**config.mk**
```make
export PLATFORM = sky130hd
export DESIGN_NAME = mem_access_master
export DESIGN_NICKNAME = d
export VERILOG_FILES = /design/src/rtl/mem_access_master.sv
export SDC_FILE = /design/constraint.sdc
export NUM_CORES = 1
export LEC_CHECK = 0
export BUFFER_PORTS_ARGS = -buffer_cell sky130_fd_sc_hd__buf_2
export CAP_MARGIN = 10
export CORE_ASPECT_RATIO = 0.75
export CORE_MARGIN = 8
export CORE_UTILIZATION = 40
export CTS_CLUSTER_SIZE = 20
export DETAILED_ROUTE_END_ITERATION = 12
export PLACE_DENSITY_LB_ADDON = 0.15
export RECOVER_POWER = 50
export SLEW_MARGIN = 20
export SYNTH_ARGS = -nofsm -noshare
export SYNTH_HDL_FRONTEND = slang
export SYNTH_SLANG_ARGS = --single-unit
```
**constraint.sdc**
```tcl
create_clock -name clk -period 2.7 [get_ports clk]
set_input_delay 0.405 -clock clk [delete_from_list [all_inputs] [get_ports clk]]
set_output_delay 0.405 -clock clk [all_outputs]
set_load 0.02 [all_outputs]
```
**src/rtl/mem_access_master.sv**
```systemverilog
// Burst initiator for a 12-bit-address / 16-bit-data synchronous memory port.
// Sequences read/write strobes, absorbs the 1-cycle read latency and returns read beats.
module mem_access_master #(
    parameter int MEM_DEPTH = 2191
) (
    input  logic        clk,
    input  logic        rst_n,
    input  logic        req_valid,
    output logic        req_ready,
    input  logic        req_write,
    input  logic [11:0] req_addr,
    input  logic [3:0]  req_len,
    input  logic        wr_valid,
    output logic        wr_ready,
    input  logic [15:0] wr_data,
    output logic        rsp_valid,
    output logic [15:0] rsp_data,
    output logic        rsp_last,
    output logic        done,
    output logic        addr_err,
    output logic [11:0] mem_adress,
    output logic        mem_read,
    output logic        mem_write,
    output logic [15:0] mem_indata,
    input  logic [15:0] mem_outdata
);
    typedef enum logic [1:0] {IDLE, RD_ISSUE, RD_DRAIN, WR_BEAT} state_t;

    localparam logic [12:0] DEPTH_W = 13'(MEM_DEPTH);

    state_t      state_q, state_d;
    logic [11:0] addr_q, addr_d;
    logic [3:0]  left_q, left_d;
    logic [1:0]  vld_pipe_q, vld_pipe_d;
    logic [1:0]  oor_pipe_q, oor_pipe_d;
    logic [1:0]  last_pipe_q, last_pipe_d;
    logic        req_ready_q, req_ready_d;
    logic        wr_ready_q, wr_ready_d;
    logic        rsp_valid_q, rsp_valid_d;
    logic [15:0] rsp_data_q, rsp_data_d;
    logic        rsp_last_q, rsp_last_d;
    logic        done_q, done_d;
    logic        addr_err_q, addr_err_d;
    logic [11:0] mem_adress_q, mem_adress_d;
    logic        mem_read_q, mem_read_d;
    logic        mem_write_q, mem_write_d;
    logic [15:0] mem_indata_q, mem_indata_d;

    logic        rd_issue;
    logic [11:0] rd_issue_addr;
    logic        rd_issue_last;

    function automatic logic in_rng(input logic [11:0] a);
        return {1'b0, a} < DEPTH_W;
    endfunction

    always_comb begin
        state_d       = state_q;
        addr_d        = addr_q;
        left_d        = left_q;
        addr_err_d    = addr_err_q;
        mem_adress_d  = mem_adress_q;
        mem_read_d    = 1'b0;
        mem_write_d   = 1'b0;
        mem_indata_d  = mem_indata_q;
        rd_issue      = 1'b0;
        rd_issue_addr = addr_q;
        rd_issue_last = (left_q == 4'd1);

        // Read return path: pipe[0] = beat on the bus, pipe[1] = memory data valid now.
        rsp_valid_d = vld_pipe_q[1];
        rsp_last_d  = vld_pipe_q[1] & last_pipe_q[1];
        rsp_data_d  = (vld_pipe_q[1] && !oor_pipe_q[1]) ? mem_outdata : 16'h0000;
        done_d      = rsp_last_d;

        unique case (state_q)
            IDLE: begin
                if (req_valid && req_ready_q) begin
                    addr_err_d = 1'b0;
                    left_d     = req_len;
                    if (req_write) begin
                        state_d = WR_BEAT;
                        addr_d  = req_addr;
                    end else begin
                        state_d       = RD_ISSUE;
                        rd_issue      = 1'b1;
                        rd_issue_addr = req_addr;
                        rd_issue_last = (req_len == 4'd0);
                    end
                end
            end
            RD_ISSUE: begin
                if (left_q == 4'd0) begin
                    state_d = RD_DRAIN;
                end else begin
                    rd_issue = 1'b1;
                    left_d   = left_q - 4'd1;
                end
            end
            RD_DRAIN: begin
                if (rsp_last_q) state_d = IDLE;
            end
            WR_BEAT: begin
                if (wr_valid && wr_ready_q) begin
                    mem_adress_d = addr_q;
                    mem_write_d  = in_rng(addr_q);
                    mem_indata_d = wr_data;
                    addr_d       = addr_q + 12'd1;
                    if (!in_rng(addr_q)) addr_err_d = 1'b1;
                    if (left_q == 4'd0) begin
                        done_d  = 1'b1;
                        state_d = IDLE;
                    end else begin
                        left_d = left_q - 4'd1;
                    end
                end
            end
            default: state_d = IDLE;
        endcase

        // Out-of-range read beats keep their slot but never strobe the memory.
        if (rd_issue) begin
            mem_adress_d = rd_issue_addr;
            mem_read_d   = in_rng(rd_issue_addr);
            addr_d       = rd_issue_addr + 12'd1;
            if (!in_rng(rd_issue_addr)) addr_err_d = 1'b1;
        end

        vld_pipe_d  = {vld_pipe_q[0], rd_issue};
        oor_pipe_d  = {oor_pipe_q[0], rd_issue & ~in_rng(rd_issue_addr)};
        last_pipe_d = {last_pipe_q[0], rd_issue & rd_issue_last};
        req_ready_d = (state_d == IDLE);
        wr_ready_d  = (state_d == WR_BEAT);
    end

    always_ff @(posedge clk) begin
        if (!rst_n) begin
            state_q      <= IDLE;
            addr_q       <= 12'h000;
            left_q       <= 4'd0;
            vld_pipe_q   <= 2'b00;
            oor_pipe_q   <= 2'b00;
            last_pipe_q  <= 2'b00;
            req_ready_q  <= 1'b0;
            wr_ready_q   <= 1'b0;
            rsp_valid_q  <= 1'b0;
            rsp_data_q   <= 16'h0000;
            rsp_last_q   <= 1'b0;
            done_q       <= 1'b0;
            addr_err_q   <= 1'b0;
            mem_adress_q <= 12'h000;
            mem_read_q   <= 1'b0;
            mem_write_q  <= 1'b0;
            mem_indata_q <= 16'h0000;
        end else begin
            state_q      <= state_d;
            addr_q       <= addr_d;
            left_q       <= left_d;
            vld_pipe_q   <= vld_pipe_d;
            oor_pipe_q   <= oor_pipe_d;
            last_pipe_q  <= last_pipe_d;
            req_ready_q  <= req_ready_d;
            wr_ready_q   <= wr_ready_d;
            rsp_valid_q  <= rsp_valid_d;
            rsp_data_q   <= rsp_data_d;
            rsp_last_q   <= rsp_last_d;
            done_q       <= done_d;
            addr_err_q   <= addr_err_d;
            mem_adress_q <= mem_adress_d;
            mem_read_q   <= mem_read_d;
            mem_write_q  <= mem_write_d;
            mem_indata_q <= mem_indata_d;
        end
    end

    assign req_ready  = req_ready_q;
    assign wr_ready   = wr_ready_q;
    assign rsp_valid  = rsp_valid_q;
    assign rsp_data   = rsp_data_q;
    assign rsp_last   = rsp_last_q;
    assign done       = done_q;
    assign addr_err   = addr_err_q;
    assign mem_adress = mem_adress_q;
    assign mem_read   = mem_read_q;
    assign mem_write  = mem_write_q;
    assign mem_indata = mem_indata_q;

endmodule
```
==> results of run 1 <==
sequential cells by signal, indices dropped and copies added, names as in the netlist, 2 cells and up:
name	cells
vld_pipe_q	2
mem_adress	12
mem_indata	16
oor_pipe_q	2
last_pipe_q	2
left_q	4
addr_q	12
state_q	2
rsp_data	16
synth_stat cells (3+ instances only):
master	number	area [um2]
inv_1	11	41.3
nor4_1	6	37.5
o22ai_1	5	31.3
xnor2_1	10	87.6
a22oi_1	3	22.5
nor3_1	14	70.1
nand4_1	5	31.3
dfxtp_1	76	1520
a311oi_1	8	70.1
mux2i_1	9	90.1
o21ai_0	20	100
a31oi_1	4	25.0
ha_1	9	113
clkbuf_1	17	63.8
buf_2	15	75.1
xor2_1	5	43.8
nand2_1	83	312
a21oi_1	43	215
nand3_1	18	90.1
and2_1	25	156
a211oi_1	5	37.5
nor2_1	34	128
kinds of logic after synthesis:
family | count (synthesis)
simple gates | 199
compound gates | 117
flops | 76
buf+inv | 50
xor+xnor | 15
mux | 10
fa+ha+maj | 9
worst max-delay path, stage by stage (launching register included):
cell and delay, ns:
dfxtp_1 0.36, inv_1 0.16, ha_1 0.30, and4b_2 0.37
nand2_1 0.13, nand2_1 0.09, ha_2 0.28, nand2_1 0.15
xnor2_1 0.15, a221oi_1 0.30, a21oi_1 0.11
cell type report:
class / instances / area (um2) / area share [%]
clock inverter: 7 / 75.1 / 1.61
clock buffer: 9 / 225 / 4.82
multi-input combinational: 350 / 2040 / 43.7
timing repair buffer: 121 / 606 / 13.0
inverter: 12 / 45.0 / 0.964
tap: 128 / 160 / 3.43
sequential: 76 / 1520 / 32.6
through the flow:
stage / hold slack [ns] / area (um2) / std cells / setup WS [ns] / util (%)
finish: 0.267 / 4670 / 703 / 0.192 / 51.2
global route: 0.261 / 4670 / 703 / 0.0453 / 51.2
CTS: 0.251 / 4720 / 703 / 0.0864 / 51.8
detailed placement: 0.419 / 4420 / 687 / 0.0996 / 48.5
global placement: 0.414 / 4420 / 687 / 0.255 / 48.5
floorplan: 0.412 / 3790 / 476 / 0.0914 / -
per-layer routing:
layer  GRT usage [%]  share of wire [%]  up-vias
met5               0                  0        -
met4            4.83               0.78        0
met3            5.46                9.4       10
met2            26.3                 43      141
met1            24.7                 47     1724
li1                -                  -     1854
worst paths after layout:
| kind | endpoint | from |
|---|---|---|
| worst max-delay path | addr_q[6] | state_q[1] |
| worst min-delay path | rsp_data[6] | mem_outdata[6] |
| worst max register to register | addr_q[6] | state_q[1] |
| worst min register to register | vld_pipe_q[1] | vld_pipe_q[0] |
power by group:
group | internal, W | leakage (nW) | total [W] | switching [W]
sequential | 0.00125 | 0.617 | 0.00144 | 0.000182
combinational | 0.000451 | 1.05 | 0.00112 | 0.000665
clock | 0.000720 | 0.150 | 0.00120 | 0.000484
total | 0.00242 | 1.82 | 0.00376 | 0.00133
==> results.json, run 1 <==
{
  "slew_violations": 0,
  "pwr_density_cell_mw_per_mm2": 804,
  "port_buffers": 104,
  "required_ns": 2.92,
  "core-area_mm2": 0.00912,
  "final_cell_mix": "nand2_1, dfxtp_1, buf_2",
  "rr_worst_depth": 10,
  "post_cts_resized": 0,
  "die_area_mm2": 0.0129,
  "clk_latency_ns": 0.34,
  "whs_path_depth": 2,
  "async_flop_share_pct": 0,
  "diodes": 0,
  "critPathMaxFanout": 8,
  "status": "finished clean",
  "tightest_slew_ns": 1.04,
  "gp_congestion": 0.938,
  "synth_warnings": 0,
  "viasPerCell": 5.30,
  "period_needed_ns": 2.51,
  "worstSetupEndpointType": "flip-flop",
  "synth_ff_type": "dfxtp_1",
  "synth-edff-count": 0,
  "ys_ff_latch": 76,
  "ant_nets": 0,
  "post_cts_buffers": 0,
  "wl_mm": 11.7,
  "synth_xor_xnor_area_share_pct": 3.47,
  "relSlewSlack_pct": 30.5,
  "synth.area.mux_share_pct": 2.67,
  "syn_to_final_growth_pct": 23.3,
  "synthAdderAreaFrac_pct": 2.97,
  "syn-cell-area_mm2": 0.00379,
  "nets": 632,
  "dp_hpwl_mm": 8.72,
  "maxCapViolations": 0,
  "htreeDepth": 3,
  "hold_violations": 0,
  "rsz0062_at_grt": "no",
  "drt_iter0_drc": 286,
  "track_usage_pct": 18.0,
  "num_vias": 3729,
  "ioPinCount": 105,
  "grt_pass1_wl_mm": 18.5,
  "netlist_instances": 476,
  "path_class": "reg2reg",
  "ys_seq_area_share_pct": 40.1,
  "fmax_mhz": 399,
  "initial_core_util_pct": 41.6,
  "grt.overflow.total": 0,
  "tritoncts": "yes",
  "syn_avg_cell_area_um2": 7.96,
  "power_w": 0.00376,
  "grt_max_degree": 36,
  "cp.arrival_ns": 2.73,
  "finalSetupTns_ns": 0,
  "skew_ns": 0.00915,
  "first_pass_iters": 6,
  "leakagePower_nw": 1.82,
  "drcViolationCount": 0,
  "cts-root-buf": "clkbuf_16",
  "hold_buffers": 0,
  "cts.path.max_buffers": 2,
  "clk_pin_slew_ns": 0.07,
  "wl_per_cell_um": 16.7,
  "final_common_cell": "nand2_1",
  "r2r_slack_ns": 0.19,
  "num-fill-cells": 933,
  "drive_above_1_share_pct": 17.6,
  "grt_pass1_vias": 3503,
  "ys_types": 56,
  "die_width_um": 128,
  "std_cell_rows": 30,
  "cp-start-kind": "flip-flop",
  "cts_sinks": 76,
  "ir_drop_mv": 0.444,
  "antenna_found_initial": 0,
  "die_y_um": 100,
  "yosys.area_share.simple_pct": 24.9,
  "syn-num-nets": 538,
  "cts_made_buffers": 9,
  "synth_top_family_by_area": "simple AND/OR/NAND/NOR gates",
  "synth_compound_area_share_pct": 19.8,
  "fin_crit_sh_pct": 92.9,
  "setup_viol": 0,
  "hp-class": "in2reg"
}
No activity file was read; power rests on OpenSTA's default activity.
==> run 2, diff against run 1 <==
Settings changed: ABC_AREA set to 1.
==> results.json, run 2 <==
{
  "r2r-start": "state_q[1]",
  "leakagePower_nw": 2.13,
  "post_cts_buffers": 0,
  "synthTopCellsByCount": "nand2_1, nor2_1, dfxtp_1, inv_1, nand3_1",
  "first_pass_iters": 5,
  "cts-root-buf": "clkbuf_16",
  "gp_congestion": 0.859,
  "die_width_um": 128,
  "critPathMaxFanout": 16,
  "std_cell_rows": 30,
  "hold_violations": 0,
  "cp-start-kind": "flip-flop",
  "finalSetupTns_ns": 0,
  "hp-class": "in2reg",
  "yosys.area_share.simple_pct": 31.5,
  "dp_hpwl_mm": 8.59,
  "hold_buffers": 0,
  "skew_ns": 0.00629,
  "synth_warnings": 0,
  "synth_ff_type": "dfxtp_1",
  "post-synth-top-area-cell": "dfxtp_1",
  "track_usage_pct": 17.8,
  "drt_iter0_drc": 239,
  "post_cts_resized": 0,
  "cts_made_buffers": 9,
  "tightest_slew_ns": 1.34,
  "viasPerCell": 4.88,
  "synth.area.mux_share_pct": 0,
  "synthTopCellsByArea": "dfxtp_1, nand2_1, nor2_1, nand3_1, inv_1",
  "async_flop_share_pct": 0,
  "crit_chain": "inv_1, ha_1, nand4_2, buf_4, o21ai_2, nand2_1, nor2_2, nand2_1, nand3_1, nand4_1, nand2_1, inv_1",
  "syn_to_final_growth_pct": 23.4,
  "slew_violations": 0,
  "fin_crit_sh_pct": 84.0,
  "ant_nets": 0,
  "ys_types": 36,
  "tritoncts": "yes",
  "hp-start": "mem_outdata[11]",
  "synth-edff-count": 0,
  "clk_latency_ns": 0.34,
  "required_ns": 2.94,
  "setup_viol": 0,
  "final_cell_mix": "nand2_1, nor2_1, dfxtp_1",
  "p_sw_w": 0.00165,
  "p_sw_share_pct": 40.1,
  "worstSetupEndpointType": "flip-flop",
  "syn-cell-area_mm2": 0.00379,
  "clkPwrFrac_pct": 30.1,
  "htreeDepth": 3,
  "ir_drop_mv": 0.440,
  "wl_mm": 11.3,
  "whs_path_depth": 3,
  "port_buffers": 104,
  "drcViolationCount": 0,
  "crit_path_top_delay_cell": "dfxtp_1",
  "wl_per_cell_um": 14.3,
  "grt_max_degree": 34,
  "path_class": "reg2reg",
  "synth_top_area_share_pct": 40.1,
  "synth_compound_area_share_pct": 14.6,
  "critPathLaunch": "state_q[1]",
  "r2r_slack_ns": 0.43,
  "power.internal_w": 0.00246,
  "synth_xor_xnor_area_share_pct": 0.923,
  "num_vias": 3862,
  "critPathMostFrequentCell": "nand2_1",
  "ys_seq_area_share_pct": 40.1,
  "cp.arrival_ns": 2.51,
  "initial_core_util_pct": 41.6,
  "rsz0062_at_grt": "no",
  "final_common_cell": "nand2_1",
  "yosys.cell_count.top_type": "nand2_1",
  "netlist_instances": 554,
  "maxCapViolations": 0,
  "clk_pin_slew_ns": 0.06,
  "nets": 720,
  "fmax_mhz": 441,
  "rr_worst_depth": 12,
  "core-area_mm2": 0.00912,
  "period_needed_ns": 2.27,
  "synth_top_family_by_area": "simple AND/OR/NAND/NOR gates",
  "diodes": 0,
  "critPathMaxStageDelay_ns": 0.32,
  "cts.path.max_buffers": 2,
  "cts_sinks": 76,
  "die_y_um": 100,
  "ys_ff_latch": 76,
  "grt_pass1_wl_mm": 18.3,
  "synthAdderAreaFrac_pct": 2.97,
  "drive_above_1_share_pct": 17.2,
  "antenna_found_initial": 0,
  "seq_power_share_pct": 35.0,
  "syn_avg_cell_area_um2": 6.85,
  "combPwrFrac_pct": 34.9,
  "pwr_density_cell_mw_per_mm2": 877,
  "relSlewSlack_pct": 10.4,
  "grt_pass1_vias": 3627,
  "die_area_mm2": 0.0129,
  "whs_ns": 0.275,
  "ioPinCount": 105,
  "grt.overflow.total": 0,
  "status": "finished clean",
  "syn-num-nets": 616
}
[run 2: routing by layer]
metal | wire [um] | up-vias | share of wire [%] | track usage [%]
li1 | - | 1994 | - | -
met1 | 5620 | 1724 | 50 | 24.6
met2 | 4600 | 136 | 41 | 25.3
met3 | 1030 | 8 | 9.1 | 6.09
met4 | 74 | 0 | 0.65 | 4.83
met5 | 0 | - | 0 | 0
[run 2: logic make-up (layout without fill, tap and decap cells)]
family                   Yosys count  in the layout
buffers and inverters             91            200
adder cells (fa/ha/maj)            9              9
XOR/XNOR                           4              4
AO/OA/AOI/OAI                    103            103
flip-flops                        76             76
AND/OR/NAND/NOR                  271            271
[run 2: path summary, 6_finish.rpt]
kind / end
max: addr_q[8]
max reg2reg: addr_q[8]
min: rsp_data[11]
min reg2reg: last_pipe_q[1]
[run 2: cell type report]
cell class / instances / area, um2
Fill cell: 970 / 4440
Multi-Input combinational cell: 387 / 1900
Sequential cell: 76 / 1520
Timing Repair Buffer: 113 / 528
Inverter: 71 / 267
Clock buffer: 9 / 225
Tap cell: 128 / 160
Clock inverter: 7 / 82.6
[run 2: worst max-delay path: cells and delay by family, from the launching register on]
| family | cells | cell delay (ns) |
|---|---|---|
| flops | 1 | 0.32 |
| fa+ha+maj | 1 | 0.23 |
| simple gates | 7 | 0.85 |
| buf+inv | 3 | 0.49 |
| compound gates | 1 | 0.27 |
[run 2: power by group through the flow]
stage	Clock, W	Combinational, W	Sequential, W
4_1_cts	0.00127	0.00143	0.00143
2_1_floorplan	0	0.00105	0.00143
6_report	0.00124	0.00144	0.00144
3_3_place_gp	0	0.00142	0.00146
3_5_place_dp	0	0.00142	0.00146
5_1_grt	0.00131	0.00162	0.00146
[run 2: per-stage QoR]
stage               total power (W)  area, um2  util [%]  std cells  setup WS, ns
floorplan                   0.00247       3790         -        554         0.760
global placement            0.00287       4440      48.6        775         0.555
detailed placement          0.00288       4440      48.6        775         0.477
CTS                         0.00413       4740      52.0        791         0.464
global route                0.00439       4680      51.3        791         0.206
finish                      0.00411       4680      51.3        791         0.431
==> run 3, diff against run 2 <==
Clock period 2.7 ns to 2.1 ns, I/O delays scaled along.
==> results.json, run 3 (synthesized netlist as in run 2, its figures left out) <==
{
  "cts_sinks": 76,
  "std_cell_rows": 30,
  "cp.arrival_ns": 2.26,
  "hold_violations": 0,
  "status": "finished clean",
  "cp-start-kind": "flip-flop",
  "grt_pass1_vias": 3701,
  "worstSetupEndpointType": "flip-flop",
  "port_buffers": 104,
  "pwr_density_cell_mw_per_mm2": 1140,
  "wl_per_cell_um": 14.5,
  "grt.overflow.total": 0,
  "setup_viol": 0,
  "final_common_cell": "nand2_1",
  "cp_num_buf_inv": 2,
  "grt_max_degree": 26,
  "slew_violations": 0,
  "ir_drop_mv": 0.496,
  "path_class": "reg2reg",
  "htreeDepth": 3,
  "rsz0062_at_grt": "yes",
  "die_area_mm2": 0.0129,
  "critPathMaxStageDelay_ns": 0.36,
  "clk_latency_ns": 0.33,
  "ioPinCount": 105,
  "core-area_mm2": 0.00912,
  "multi_input_area_mm2": 0.00197,
  "die_y_um": 100,
  "power.internal_w": 0.00337,
  "fin_crit_sh_pct": 95.0,
  "seq_power_share_pct": 33.4,
  "wl_mm": 11.7,
  "p_sw_w": 0.00222,
  "num-fill-cells": 951,
  "gp_congestion": 0.895,
  "hp-class": "in2reg",
  "combPwrFrac_pct": 38.1,
  "diodes": 0,
  "critPathMostFrequentCell": "nand2_1",
  "cts-root-buf": "clkbuf_16",
  "skew_ns": 0.00625,
  "final.setup.worst_slack_ns": 0.106,
  "grt_pass1_wl_mm": 18.7,
  "first_pass_iters": 5,
  "maxCapViolations": 0,
  "critPathMaxFanout": 16,
  "finalSetupTns_ns": 0,
  "track_usage_pct": 18.1,
  "cts.path.max_buffers": 2,
  "tritoncts": "yes",
  "initial_core_util_pct": 41.6,
  "viasPerCell": 4.95,
  "final_cell_mix": "nand2_1, nor2_1, dfxtp_1",
  "cts_made_buffers": 9,
  "relSlewSlack_pct": 44.8,
  "power_w": 0.00559,
  "dp_hpwl_mm": 8.86,
  "fmax_mhz": 502,
  "period_needed_ns": 1.99,
  "crit_chain": "inv_1, ha_1, nand4_4, buf_8, nand2_1, nand2_4, nand2_1, nor2_4, nand3_1, nand2_1, nand3_1, a21oi_1",
  "drcViolationCount": 0,
  "p_sw_share_pct": 39.7,
  "nets": 736,
  "num_vias": 3995,
  "drt_iter0_drc": 220,
  "pre_cts_ws_ns": -0.0262,
  "ant_nets": 0,
  "hold_buffers": 0,
  "cp_top_family": "simple AND/OR/NAND/NOR gates",
  "final_area_mm2": 0.00490,
  "die_width_um": 128,
  "clk_pin_slew_ns": 0.06,
  "leakagePower_nw": 2.24,
  "placed_cell_area_mm2": 0.00451,
  "crit_path_top_delay_cell": "dfxtp_1",
  "tightest_slew_ns": 0.829,
  "clkPwrFrac_pct": 28.4,
  "syn_to_final_growth_pct": 29.1,
  "antenna_found_initial": 0,
  "drive_above_1_share_pct": 21.2,
  "required_ns": 2.36,
  "regArea_mm2": 0.00152
}
## run 3: cell count changes in the layout (fill, tap and decap cells not counted), sizes merged
cell    delta
buf       +21
clkbuf     -4
inv        -2
nor2       +1
## run 3: stage by stage
stage               cells  hold WS, ns  utilization [%]
finish                807        0.194             53.7
global route          807        0.192             53.7
CTS                   801        0.179             52.9
detailed placement    785        0.402             49.5
global placement      785        0.399             49.5
floorplan             554        0.390                -
## run 3: worst register-to-register path, delay by kind of cell (launching register included)
kind / cells / cell delay (ns)
AND/OR/NAND/NOR: 8 / 0.96
flip-flops: 1 / 0.36
buffers and inverters: 2 / 0.25
adder cells (fa/ha/maj): 1 / 0.25
AO/OA/AOI/OAI: 1 / 0.14
## run 3: final cells by class
type	count	area share, %
clock buffer	11	5.16
inverter	71	5.44
timing repair buffer	128	13.6
multi-input combinational	388	40.3
sequential	76	31.1
tap	128	3.27
clock inverter	5	1.20
## run 3: final timing paths
| check | start | end | slack (ns) | cells after the start |
|---|---|---|---|---|
| min | mem_outdata[0] | rsp_data[0] | 0.19 | 3 |
| min reg2reg | vld_pipe_q[0] | vld_pipe_q[1] | 0.42 | 2 |
| max | state_q[0] | addr_q[11] | 0.11 | 12 |
| max reg2reg | state_q[0] | addr_q[11] | 0.11 | 12 |
## run 3: power by group through the flow
stage / clock [W] / sequential [W] / combinational (W)
final: 0.00159 / 0.00187 / 0.00213
after global routing: 0.00169 / 0.00190 / 0.00239
after CTS: 0.00164 / 0.00186 / 0.00196
after detailed placement: 0 / 0.00189 / 0.00193
after global placement: 0 / 0.00189 / 0.00192
after floorplan: 0 / 0.00183 / 0.00134
## run 3: metal layers
metal | vias up | track usage, % | wire [um]
met2 | 158 | 25.4 | 4770
met3 | 10 | 6.46 | 1070
met5 | - | 0 | 0
met4 | 0 | 3.83 | 108
li1 | 2018 | - | -
met1 | 1809 | 25.6 | 5780
## run 3: timing repair
item	in CTS	in global routing
pin swaps	0	2
setup buffers	0	5
gates resized for setup	1	18
cloned	0	1
endpoints found under the setup margin	4	28
